[config.mk]
export PLATFORM = sky130hd
export DESIGN_NAME = collision_probe_sequencer
export DESIGN_NICKNAME = d
export VERILOG_FILES = /design/src/rtl/collision_probe_sequencer_pkg.sv /design/src/rtl/collision_probe_sequencer_probe_point_gen.sv /design/src/rtl/collision_probe_sequencer.sv
export SDC_FILE = /design/constraint.sdc
export NUM_CORES = 1
export LEC_CHECK = 0
export ABC_AREA = 1
export CORE_MARGIN = 8
export CORE_UTILIZATION = 54
export DETAILED_ROUTE_END_ITERATION = 8
export DONT_BUFFER_PORTS = 1
export PLACE_DENSITY = 0.83
export SLEW_MARGIN = 20
export SYNTH_ARGS = -nofsm -noshare
export SYNTH_HDL_FRONTEND = slang
export SYNTH_HIERARCHICAL = 1
export SYNTH_SLANG_ARGS = --single-unit
[constraint.sdc]
create_clock -name clock -period 1.9 [get_ports clock]
set_clock_uncertainty 0.05 [all_clocks]
set_input_delay 0.095 -clock clock [delete_from_list [all_inputs] [get_ports clock]]
set_output_delay 0.095 -clock clock [all_outputs]
set_load 0.01 [all_outputs]
[src/rtl/collision_probe_sequencer_pkg.sv]
// Shared definitions for the collision probe sequencer: FSM states,
// probe ordering and default tile/map geometry.
package collision_probe_sequencer_pkg;

  typedef enum logic [1:0] {
    ST_IDLE   = 2'd0,
    ST_REQ    = 2'd1,
    ST_WAIT   = 2'd2,
    ST_COMMIT = 2'd3
  } state_e;

  // Probe order within a frame; also the bit index into the flag vectors.
  localparam logic [1:0] PROBE_DOWN  = 2'd0;
  localparam logic [1:0] PROBE_UP    = 2'd1;
  localparam logic [1:0] PROBE_LEFT  = 2'd2;
  localparam logic [1:0] PROBE_RIGHT = 2'd3;

  localparam int DEF_TILE_BITS  = 3;
  localparam int DEF_MAP_W_BITS = 5;
  localparam int DEF_MAP_H_BITS = 4;
  localparam int DEF_CHAR_W     = 8;
  localparam int DEF_CHAR_H     = 8;
  localparam int DEF_TIMEOUT    = 15;

  // Signed coordinate width: one bit above the 8-bit screen position.
  localparam int COORD_W = 9;

endpackage

[src/rtl/collision_probe_sequencer_probe_point_gen.sv]
// Combinational probe point generator: turns the snapshot sprite position
// and probe index into a tile-map address plus out-of-bounds info.
module probe_point_gen
  import collision_probe_sequencer_pkg::*;
#(
  parameter int TILE_BITS  = DEF_TILE_BITS,
  parameter int MAP_W_BITS = DEF_MAP_W_BITS,
  parameter int MAP_H_BITS = DEF_MAP_H_BITS,
  parameter int CHAR_W     = DEF_CHAR_W,
  parameter int CHAR_H     = DEF_CHAR_H
) (
  input  logic signed [COORD_W-1:0]           x_i,
  input  logic signed [COORD_W-1:0]           y_i,
  input  logic        [1:0]                   idx_i,
  output logic        [MAP_H_BITS+MAP_W_BITS-1:0] addr_o,
  output logic                                oob_o,
  output logic                                oob_flag_o
);

  localparam logic signed [COORD_W-1:0] HALF_W = COORD_W'(CHAR_W / 2);
  localparam logic signed [COORD_W-1:0] HALF_H = COORD_W'(CHAR_H / 2);
  localparam logic signed [COORD_W-1:0] FULL_W = COORD_W'(CHAR_W);
  localparam logic signed [COORD_W-1:0] FULL_H = COORD_W'(CHAR_H);
  localparam logic signed [COORD_W-1:0] ONE    = COORD_W'(1);
  localparam logic        [COORD_W-1:0] COLS   = COORD_W'(1 << MAP_W_BITS);
  localparam logic        [COORD_W-1:0] ROWS   = COORD_W'(1 << MAP_H_BITS);

  logic signed [COORD_W-1:0] px, py;
  logic        [COORD_W-1:0] col, row;

  // Probe point, tile coordinates and bounds check; negative points are
  // caught by the sign bit before the shift so nothing wraps.
  always_comb begin
    px = x_i;
    py = y_i;
    case (idx_i)
      PROBE_DOWN:  begin px = x_i + HALF_W; py = y_i + FULL_H; end
      PROBE_UP:    begin px = x_i + HALF_W; py = y_i - ONE;    end
      PROBE_LEFT:  begin px = x_i - ONE;    py = y_i + HALF_H; end
      default:     begin px = x_i + FULL_W; py = y_i + HALF_H; end
    endcase
    col        = px >> TILE_BITS;
    row        = py >> TILE_BITS;
    oob_o      = px[COORD_W-1] | py[COORD_W-1] | (col >= COLS) | (row >= ROWS);
    addr_o     = {row[MAP_H_BITS-1:0], col[MAP_W_BITS-1:0]};
    // The head may leave the top of the screen; every other edge is solid.
    oob_flag_o = (idx_i != PROBE_UP);
  end

endmodule

[src/rtl/collision_probe_sequencer.sv]
// Per-frame collision probe sequencer: four tile-map lookups around the
// sprite, then an atomic commit of the blocked flags with a move_enable pulse.
module collision_probe_sequencer
  import collision_probe_sequencer_pkg::*;
#(
  parameter int TILE_BITS  = DEF_TILE_BITS,
  parameter int MAP_W_BITS = DEF_MAP_W_BITS,
  parameter int MAP_H_BITS = DEF_MAP_H_BITS,
  parameter int CHAR_W     = DEF_CHAR_W,
  parameter int CHAR_H     = DEF_CHAR_H,
  parameter int TIMEOUT    = DEF_TIMEOUT
) (
  input  logic                               clock,
  input  logic                               resetn,
  input  logic                               frame_tick,
  input  logic [7:0]                         x_position,
  input  logic [7:0]                         y_position,
  output logic                               mem_req,
  output logic [MAP_H_BITS+MAP_W_BITS-1:0]   mem_addr,
  input  logic                               mem_gnt,
  input  logic                               mem_valid,
  input  logic                               mem_rdata,
  output logic                               left_blocked,
  output logic                               right_blocked,
  output logic                               up_blocked,
  output logic                               down_blocked,
  output logic                               move_enable,
  output logic                               busy,
  output logic                               overrun
);

  localparam int CNT_W = $clog2(TIMEOUT + 1);
  localparam logic [CNT_W-1:0] CNT_LAST = CNT_W'(TIMEOUT - 1);

  state_e                    state_q, state_d;
  logic [1:0]                idx_q, idx_d;
  logic signed [COORD_W-1:0] x_q, x_d, y_q, y_d;
  logic [CNT_W-1:0]          tcnt_q, tcnt_d;
  logic [3:0]                shadow_q, shadow_d;
  logic [3:0]                flags_q, flags_d;
  logic                      move_q, move_d;
  logic                      ovr_q, ovr_d;
  logic                      oob, oob_flag;

  probe_point_gen #(
    .TILE_BITS (TILE_BITS),
    .MAP_W_BITS(MAP_W_BITS),
    .MAP_H_BITS(MAP_H_BITS),
    .CHAR_W    (CHAR_W),
    .CHAR_H    (CHAR_H)
  ) u_ppg (
    .x_i       (x_q),
    .y_i       (y_q),
    .idx_i     (idx_q),
    .addr_o    (mem_addr),
    .oob_o     (oob),
    .oob_flag_o(oob_flag)
  );

  // State register; flags reset to blocked so the sprite is frozen until
  // the first commit.
  always_ff @(posedge clock or negedge resetn) begin
    if (!resetn) begin
      state_q  <= ST_IDLE;
      idx_q    <= '0;
      x_q      <= '0;
      y_q      <= '0;
      tcnt_q   <= '0;
      shadow_q <= '1;
      flags_q  <= '1;
      move_q   <= 1'b0;
      ovr_q    <= 1'b0;
    end else begin
      state_q  <= state_d;
      idx_q    <= idx_d;
      x_q      <= x_d;
      y_q      <= y_d;
      tcnt_q   <= tcnt_d;
      shadow_q <= shadow_d;
      flags_q  <= flags_d;
      move_q   <= move_d;
      ovr_q    <= ovr_d;
    end
  end

  // Next-state: sequence the four probes, resolve OOB probes locally,
  // fail safe to blocked on a memory timeout, then commit all flags at once.
  always_comb begin
    state_d  = state_q;
    idx_d    = idx_q;
    x_d      = x_q;
    y_d      = y_q;
    tcnt_d   = tcnt_q;
    shadow_d = shadow_q;
    flags_d  = flags_q;
    move_d   = 1'b0;
    ovr_d    = frame_tick && (state_q != ST_IDLE);
    mem_req  = 1'b0;
    case (state_q)
      ST_IDLE: begin
        if (frame_tick) begin
          x_d     = $signed({1'b0, x_position});
          y_d     = $signed({1'b0, y_position});
          idx_d   = PROBE_DOWN;
          state_d = ST_REQ;
        end
      end
      ST_REQ: begin
        if (oob) begin
          shadow_d[idx_q] = oob_flag;
          state_d = (idx_q == PROBE_RIGHT) ? ST_COMMIT : ST_REQ;
          idx_d   = idx_q + 2'd1;
        end else begin
          mem_req = 1'b1;
          if (mem_gnt) begin
            tcnt_d  = '0;
            state_d = ST_WAIT;
          end
        end
      end
      ST_WAIT: begin
        if (mem_valid || tcnt_q == CNT_LAST) begin
          shadow_d[idx_q] = mem_valid ? mem_rdata : 1'b1;
          state_d = (idx_q == PROBE_RIGHT) ? ST_COMMIT : ST_REQ;
          idx_d   = idx_q + 2'd1;
        end else begin
          tcnt_d = tcnt_q + CNT_W'(1);
        end
      end
      default: begin
        flags_d = shadow_q;
        move_d  = 1'b1;
        state_d = ST_IDLE;
      end
    endcase
  end

  assign busy          = (state_q != ST_IDLE);
  assign move_enable   = move_q;
  assign overrun       = ovr_q;
  assign down_blocked  = flags_q[PROBE_DOWN];
  assign up_blocked    = flags_q[PROBE_UP];
  assign left_blocked  = flags_q[PROBE_LEFT];
  assign right_blocked = flags_q[PROBE_RIGHT];

endmodule

# [Word-level counts from Yosys, hierarchy flattened]
# Index checks and enable logic that the tools add are counted.
[word_totals] out_inout_bits=17 regBits=34
[classes] n_eq_ne=14 n_addsub=8 mux=27 n_reduce_logical=15 bitwise=3 magnitude_cmp=4
[op_table] cell="9-bit case mux with 2 select lines" count=2
[op_table] cell="4-bit 2-to-1 mux" count=5
[op_table] cell="8-bit by 3-bit adder with 9-bit output (second input constant)" count=2
[op_table] cell="8-bit by 4-bit adder with 9-bit output (second input constant)" count=2
[op_table] cell="8-bit by 1-bit subtractor with 9-bit output (second input constant)" count=2
[op_table] cell="2-bit 2-to-1 mux" count=8
[op_table] cell="4-bit case mux with 2 select lines" count=2
[op_table] cell="2-bit inequality test (second input constant)" count=6
[op_table] cell="2-bit case mux with 3 select lines" count=2
[op_table] cell="4-bit bitwise mux" count=2
[op_table] cell="4-bit AND reduction" count=2
[op_table] cell="2-bit == test (second input constant)" count=3
[op_table] cell="6-bit by 5-bit >= comparator with 1-bit output (second input constant)" count=1
[op_table] cell="6-bit >= comparator (second input constant)" count=1
[op_table] cell="3-bit AND reduction" count=2
[op_table] cell="1-bit 2-to-1 mux" count=5
[op_table] cell="4-bit by 1-bit adder with 4-bit output (second input constant)" count=1
[op_table] cell="2-bit by 1-bit == test with 1-bit output (second input constant)" count=2
[op_table] cell="4-bit == test (second input constant)" count=1
[op_table] cell="2-bit zero test" count=2
[op_table] cell="2-bit nonzero test" count=2
[op_table] cell="2-bit by 3-bit less-than comparator with 1-bit output (second input constant)" count=1
[op_table] cell="3-bit inequality test (second input constant)" count=1
[op_table] cell="1-bit bitwise OR" count=3
[op_table] cell="other kinds (10)" count=11

# [Depth between registers and ports, before layout]
[logic_depth] ltp_word=8 ltp_mapped=18 depth_no_buf=18

# [By module]
# Netlist, hierarchy kept.
[modules_own_cells] module="collision_probe_sequencer" seq_area_each_um2=860.8 n_inst=1 area_each_um2=1734.2 cells_each=177
[modules_own_cells] module="probe_point_gen" seq_area_each_um2=0.0 n_inst=1 area_each_um2=884.6 cells_each=179

# [Worst setup path after synthesis]
# OpenSTA, ideal clock, no wires.
[synth_timing] path_type="register -> register" from="register x_q[3]" to="register idx_q[0]" stages_incl_launch_ff=18 required_ps=1733 arrival_time_ps=1796 slack_ps=-63 n_path_buf=0 synth_period_minus_slack_ps=1963 path_cell_list="dfrtp_1 -> inv_1 -> ha_1 -> inv_1 -> nor2_1 -> nand2_1 -> nand2_1 -> nand3_1 -> nand2_1 -> nor2_1 -> nand2_1 -> inv_1 -> nand2_1 -> inv_1 -> nor2_1 -> nand3_1 -> nand2_1 -> nand2_1"
[synth_between] elab_chain_len=7 elab_cells_between_ends=10 classes_between="add/sub (3); order compare (1); eq/ne (1); mux (1); bitwise (3); reduce/logical (1)"
[synth_rtl] element="from (decl)" line_no="collision_probe_sequencer.sv:37" source="logic signed [COORD_W-1:0] x_q, x_d, y_q, y_d;"
[synth_rtl] element="from (signal assigned)" line_no="collision_probe_sequencer.sv:66" source="x_q <= '0;"
[synth_rtl] element="from (signal assigned)" line_no="collision_probe_sequencer.sv:76" source="x_q <= x_d;"
[synth_rtl] element="8-bit by 4-bit adder with 9-bit output, or another cell as far along" line_no="collision_probe_sequencer_probe_point_gen.sv:40" source="default: begin px = x_i + FULL_W; py = y_i + HALF_H; end"
[synth_rtl] element="9-bit case mux with 2 select lines (*)" line_no="collision_probe_sequencer_probe_point_gen.sv:36" source="case (idx_i)"
[synth_rtl] element="6-bit >= comparator or 1-bit bitwise OR (tied branches)" line_no="collision_probe_sequencer_probe_point_gen.sv:44" source="oob_o = px[COORD_W-1] | py[COORD_W-1] | (col >= COLS) | (row >= ROWS);"
[synth_rtl] element="1-bit bitwise OR (*) (2 in series)" line_no="collision_probe_sequencer_probe_point_gen.sv:44"
[synth_rtl] element="net oob" line_no="collision_probe_sequencer.sv:43" source="logic oob, oob_flag;"
[synth_rtl] element="2-bit inequality test (no line) (*)"
[synth_rtl] element="4-bit AND reduction (no line) (*)"
[synth_rtl] element="to (signal assigned)" line_no="collision_probe_sequencer.sv:75" source="idx_q <= idx_d;"
[synth_rtl] element="to (decl)" line_no="collision_probe_sequencer.sv:36" source="logic [1:0] idx_q, idx_d;"
# Mark *: on every way through the listed nets, which the timed path passes. The rest lies on a longest branch.
# A chain may end at the register's enable or synchronous reset.

# [Worst setup path in the final report]
[layout_timing] from="register y_q[4]" to="output port mem_req"
[layout_between] elab_chain_len=7 elab_cells_between_ends=10 classes_between="add/sub (3); order compare (1); mux (3); bitwise (3)"
[layout_rtl] element="from (decl)" line_no="collision_probe_sequencer.sv:37"
[layout_rtl] element="from (signal assigned)" line_no="collision_probe_sequencer.sv:77" source="y_q <= y_d;"
[layout_rtl] element="8-bit by 3-bit adder with 9-bit output, or another cell as far along" line_no="collision_probe_sequencer_probe_point_gen.sv:39, collision_probe_sequencer_probe_point_gen.sv:40"
[layout_rtl] element="9-bit case mux with 2 select lines (*)" line_no="collision_probe_sequencer_probe_point_gen.sv:36"
[layout_rtl] element="parallel branches: the longest is 2 deep, another holds 6-bit by 5-bit >= comparator with 1-bit output"
[layout_rtl] element="1-bit bitwise OR (*)" line_no="collision_probe_sequencer_probe_point_gen.sv:44"
[layout_rtl] element="net oob" line_no="collision_probe_sequencer.sv:43"
[layout_rtl] element="1-bit 2-to-1 mux (*)" line_no="collision_probe_sequencer.sv:109" source="if (oob) begin"
[layout_rtl] element="1-bit 2-to-1 mux (*)" line_no="collision_probe_sequencer.sv:99" source="case (state_q)"
[layout_rtl] element="to (decl)" line_no="collision_probe_sequencer.sv:18" source="output logic mem_req,"
# Mark *: on every way through the listed nets, which the timed path passes.

==> results.md <==
* Register area share after synthesis at about a third
* Routability Congestion at between 0.9 and 1
* Worst path slowest cell: dfrtp_1
* Buf+Inv Stages, Crit Path at 7
* First-pass GRT wire length at between 10000 and 15000 um
* Post-DP HPWL at 4949 um
* Starting Density at approximately 56%
* ANT nets after route at 0
* Clk sink count at 34
* RSZ-0062 raised after global routing: yes
* Share of layout cells above drive strength 1 at between 30% and 40%
* Data required time of the worst path at 1.75 ns
* Worst skew pair latency at approximately 0.28 ns
* Crit path max-delay family: simple AND/OR/NAND/NOR gates
* Die area at around 7300 um^2
* Ant diodes at 0
* CTS tree: yes
* Root buffer cell: clkbuf_8
* Worst min-delay path category: in2reg
* Min Tclk post-route at ~2.2 ns
* Cell area after synthesis at between 2000 and 3000 um^2
* Wirelength per Cell at roughly 17 um
* Vias in the first global route at about 2700
* Area growth, synth to finish at 31.58%
* Critical path's largest stage delay at 0.42 ns
* FF+latch count, synth at 34
* DRT Wirelength at 7966 um
* Cells along the critical path: inv_2 > ha_4 > inv_2 > nor2_4 > nand2_1 > nand2_1 > nand3_1 > nand2_1 > nand2_1 > inv_1 > nand2_2 > inv_2 > nand2_2 > inv_2 > buf_6 > buf_6
* Mapped Cells at between 300 and 400
* Die width at roughly 86 um
* Setup ws final at -0.2651 ns
* Total congestion overflow at 0
* Iteration-0 DRC Markers at 262
* Fillers at 318
* Clk buf depth at 2
* Post-place setup slack at -0.08437 ns
* Residual DRC count at 0
* PortBufs at 0
* H-tree Lvls at 2
* Max VDD drop at roughly 0.86 mV
* Outcome: complete, but fails checks
* Startpoint Class: flip-flop
* Syn_area_per_cell at approximately 7.4 um^2
* Row cnt at 25
* Number of vias per cell at about 5.8
* Yosys warns at 6
* Largest net degree at the start of global routing at 35
* DR vias at ~2800
* Max cap viols at 0
* PwrDens at 1767 nW/um^2
* Initial antenna violation count at 0
* CTS Buf Count at 5
* Critical path endpoint category: output pin
* Total GRT Usage at about a fifth
* Synth cell types at 26
* FF-to-FF setup slack at -0.25 ns
* Fin util at between 70% and 80%
* F_max at between 400 and 500 MHz
* Clock transition at path regs at about 0.07 ns
* # setup viols final at 13
* Static leakage at between 1.5 and 2 nW
* Core area at roughly 4700 um^2
* Failing checks: negative setup slack
* Final hold viol count at 0
* Crit Path Class: reg2out
* Max-slew violations at 0
* I/O Pins at 39
* Area taken by multi-input logic gates at 1694 um^2
* Nets at ~470
* Period Utilization, post-route at 113.9%
* WP data arrival at ~2 ns
* Register area at roughly 860 um^2
* Die height at approximately 86 um
* 1st-pass router iterations at 4
* Crit-path max FO at 3
[synthesized netlist by cell type]
master    instances  area, um^2
nand2_1          91       341.6
nand3_1          61       305.3
inv_1            48       180.2
dfrtp_1          26       650.6
nor2_1           26       97.59
ha_1             20       250.2
mux2_2           20       225.2
o21ai_0          16       80.08
dfstp_2           8       210.2
a21oi_1           6       30.03
nand4_1           6       37.54
nand2_2           5       31.28
inv_2             4       15.01
xor2_1            4       35.03
buf_2             2       10.01
buf_6             2       22.52
o211ai_1          2       15.01
a21oi_2           1       8.760
buf_4             1       7.510
conb_1            1       3.750
nand3_2           1       10.01
nor2_4            1       11.26
o21ai_2           1       8.760
o21ai_4           1       16.27
o22ai_1           1       6.260
xnor2_1           1       8.760
[path summary, 6_finish.rpt]
| check | cells past startpoint | startpoint | endpoint |
|---|---|---|---|
| max in group asynchronous | 2 | resetn | flags_q[1] |
| setup / recovery | 16 | y_q[4] | mem_req |
| setup reg to reg | 18 | y_q[4] | idx_q[1] |
| hold reg to reg | 2 | shadow_q[2] | shadow_q[2] |
| min in group asynchronous | 2 | resetn | tcnt_q[3] |
| hold / removal | 4 | mem_gnt | tcnt_q[3] |
[cell usage in the layout (no fill, tap or decap), types with 2 or more instances in the layout]
| cell type | instances |
|---|---|
| nand2_4 | 2 |
| nand2_1 | 82 |
| buf_4 | 39 |
| dlygate4sd3_1 | 18 |
| clkbuf_1 | 2 |
| o21ai_0 | 11 |
| dfrtp_1 | 23 |
| nand3_2 | 10 |
| inv_1 | 40 |
| nor2_2 | 4 |
| clkbuf_8 | 5 |
| nor2_4 | 4 |
| dfrtp_2 | 3 |
| nand2_2 | 12 |
| nor2_1 | 19 |
| a21oi_1 | 6 |
| mux2_2 | 20 |
| nand4_1 | 6 |
| o211ai_1 | 2 |
| o21ai_1 | 5 |
| nand3_1 | 52 |
| inv_2 | 11 |
| conb_1 | 8 |
| dfstp_2 | 8 |
| ha_2 | 3 |
| o21ai_4 | 2 |
| xor2_1 | 4 |
| buf_6 | 2 |
| ha_1 | 16 |
[area by class of cell]
cell class / instances / share of cell area (%)
clock buffers: 7 / 2.215
clock inverters: 1 / 0.8715
inverters: 52 / 5.737
multi-input cells: 272 / 49.16
flip-flops and latches: 34 / 25.09
well taps: 54 / 1.961
repair buffers: 60 / 14.96
[metal layers]
layer	share of wire, %	track usage [%]	routed length (um)
met2	53	38.29	4191
met3	6.5	3.725	517
met5	0	0	0
met1	38	22.53	3040
met4	2.7	8.599	217
[per-stage QoR]
step / cells / setup TNS (ns) / hold slack, ns / cell area, um^2 / power [W]
global placement: 444 / 0 / -0.2488 / 2918 / 0.004542
finish: 480 / -2.207 / 0.08287 / 3446 / 0.006088
CTS: 475 / -0.2692 / 0.06471 / 3314 / 0.005557
detailed placement: 444 / -0.3767 / -0.2489 / 2918 / 0.004670
floorplan: 363 / 0 / -0.2506 / 2650 / 0.003662
global route: 480 / -3.751 / 0.09972 / 3446 / 0.006513
[sequential cells by signal (all words and copies together), names as in the netlist]
register / cells
shadow_q: 4
move_enable: 1
tcnt_q: 4
state_q: 2
overrun: 1
x_q: 8
idx_q: 2
flags_q: 4
y_q: 8
[cell families (layout without fill, tap and decap cells)]
kind of cell	after synthesis	in the layout	synth area share, %
flops	34	34	32.87
compound gates	28	28	6.307
mux	20	20	8.600
xor+xnor	5	5	1.672
fa+ha+maj	20	20	9.556
buf+inv	57	120	8.982
other cells	1	8	0.1432
simple gates	191	191	31.87
[worst register-to-register path, stage by stage, from the launching register on]
cell     delay, ns
dfrtp_1       0.42
inv_2         0.12
ha_4          0.15
inv_2         0.04
nor2_4        0.11
nand3_1       0.09
nand3_1       0.10
nand2_1       0.06
nand2_1       0.07
inv_1         0.05
nand2_2       0.07
inv_2         0.05
nand2_2       0.08
inv_2         0.06
buf_4         0.14
nor2_4        0.11
nand3_2       0.10
nand2_1       0.10
nand2_1       0.07
[timing repair]
item | 4_1_cts | 5_1_grt
buffers inserted | 4 | 5
gates resized for setup | 19 | 32
endpoints found under the hold margin | 51 | 0
pin swaps | 7 | 15
hold buffers | 19 | 0
endpoints found under the setup margin | 7 | 19
[power by group]
part	internal [W]	switching, W
clock network	0.000392	0.000249
logic	0.00164	0.00234
registers	0.00108	0.000376
Note: power is estimated with default switching activity, not from simulation.
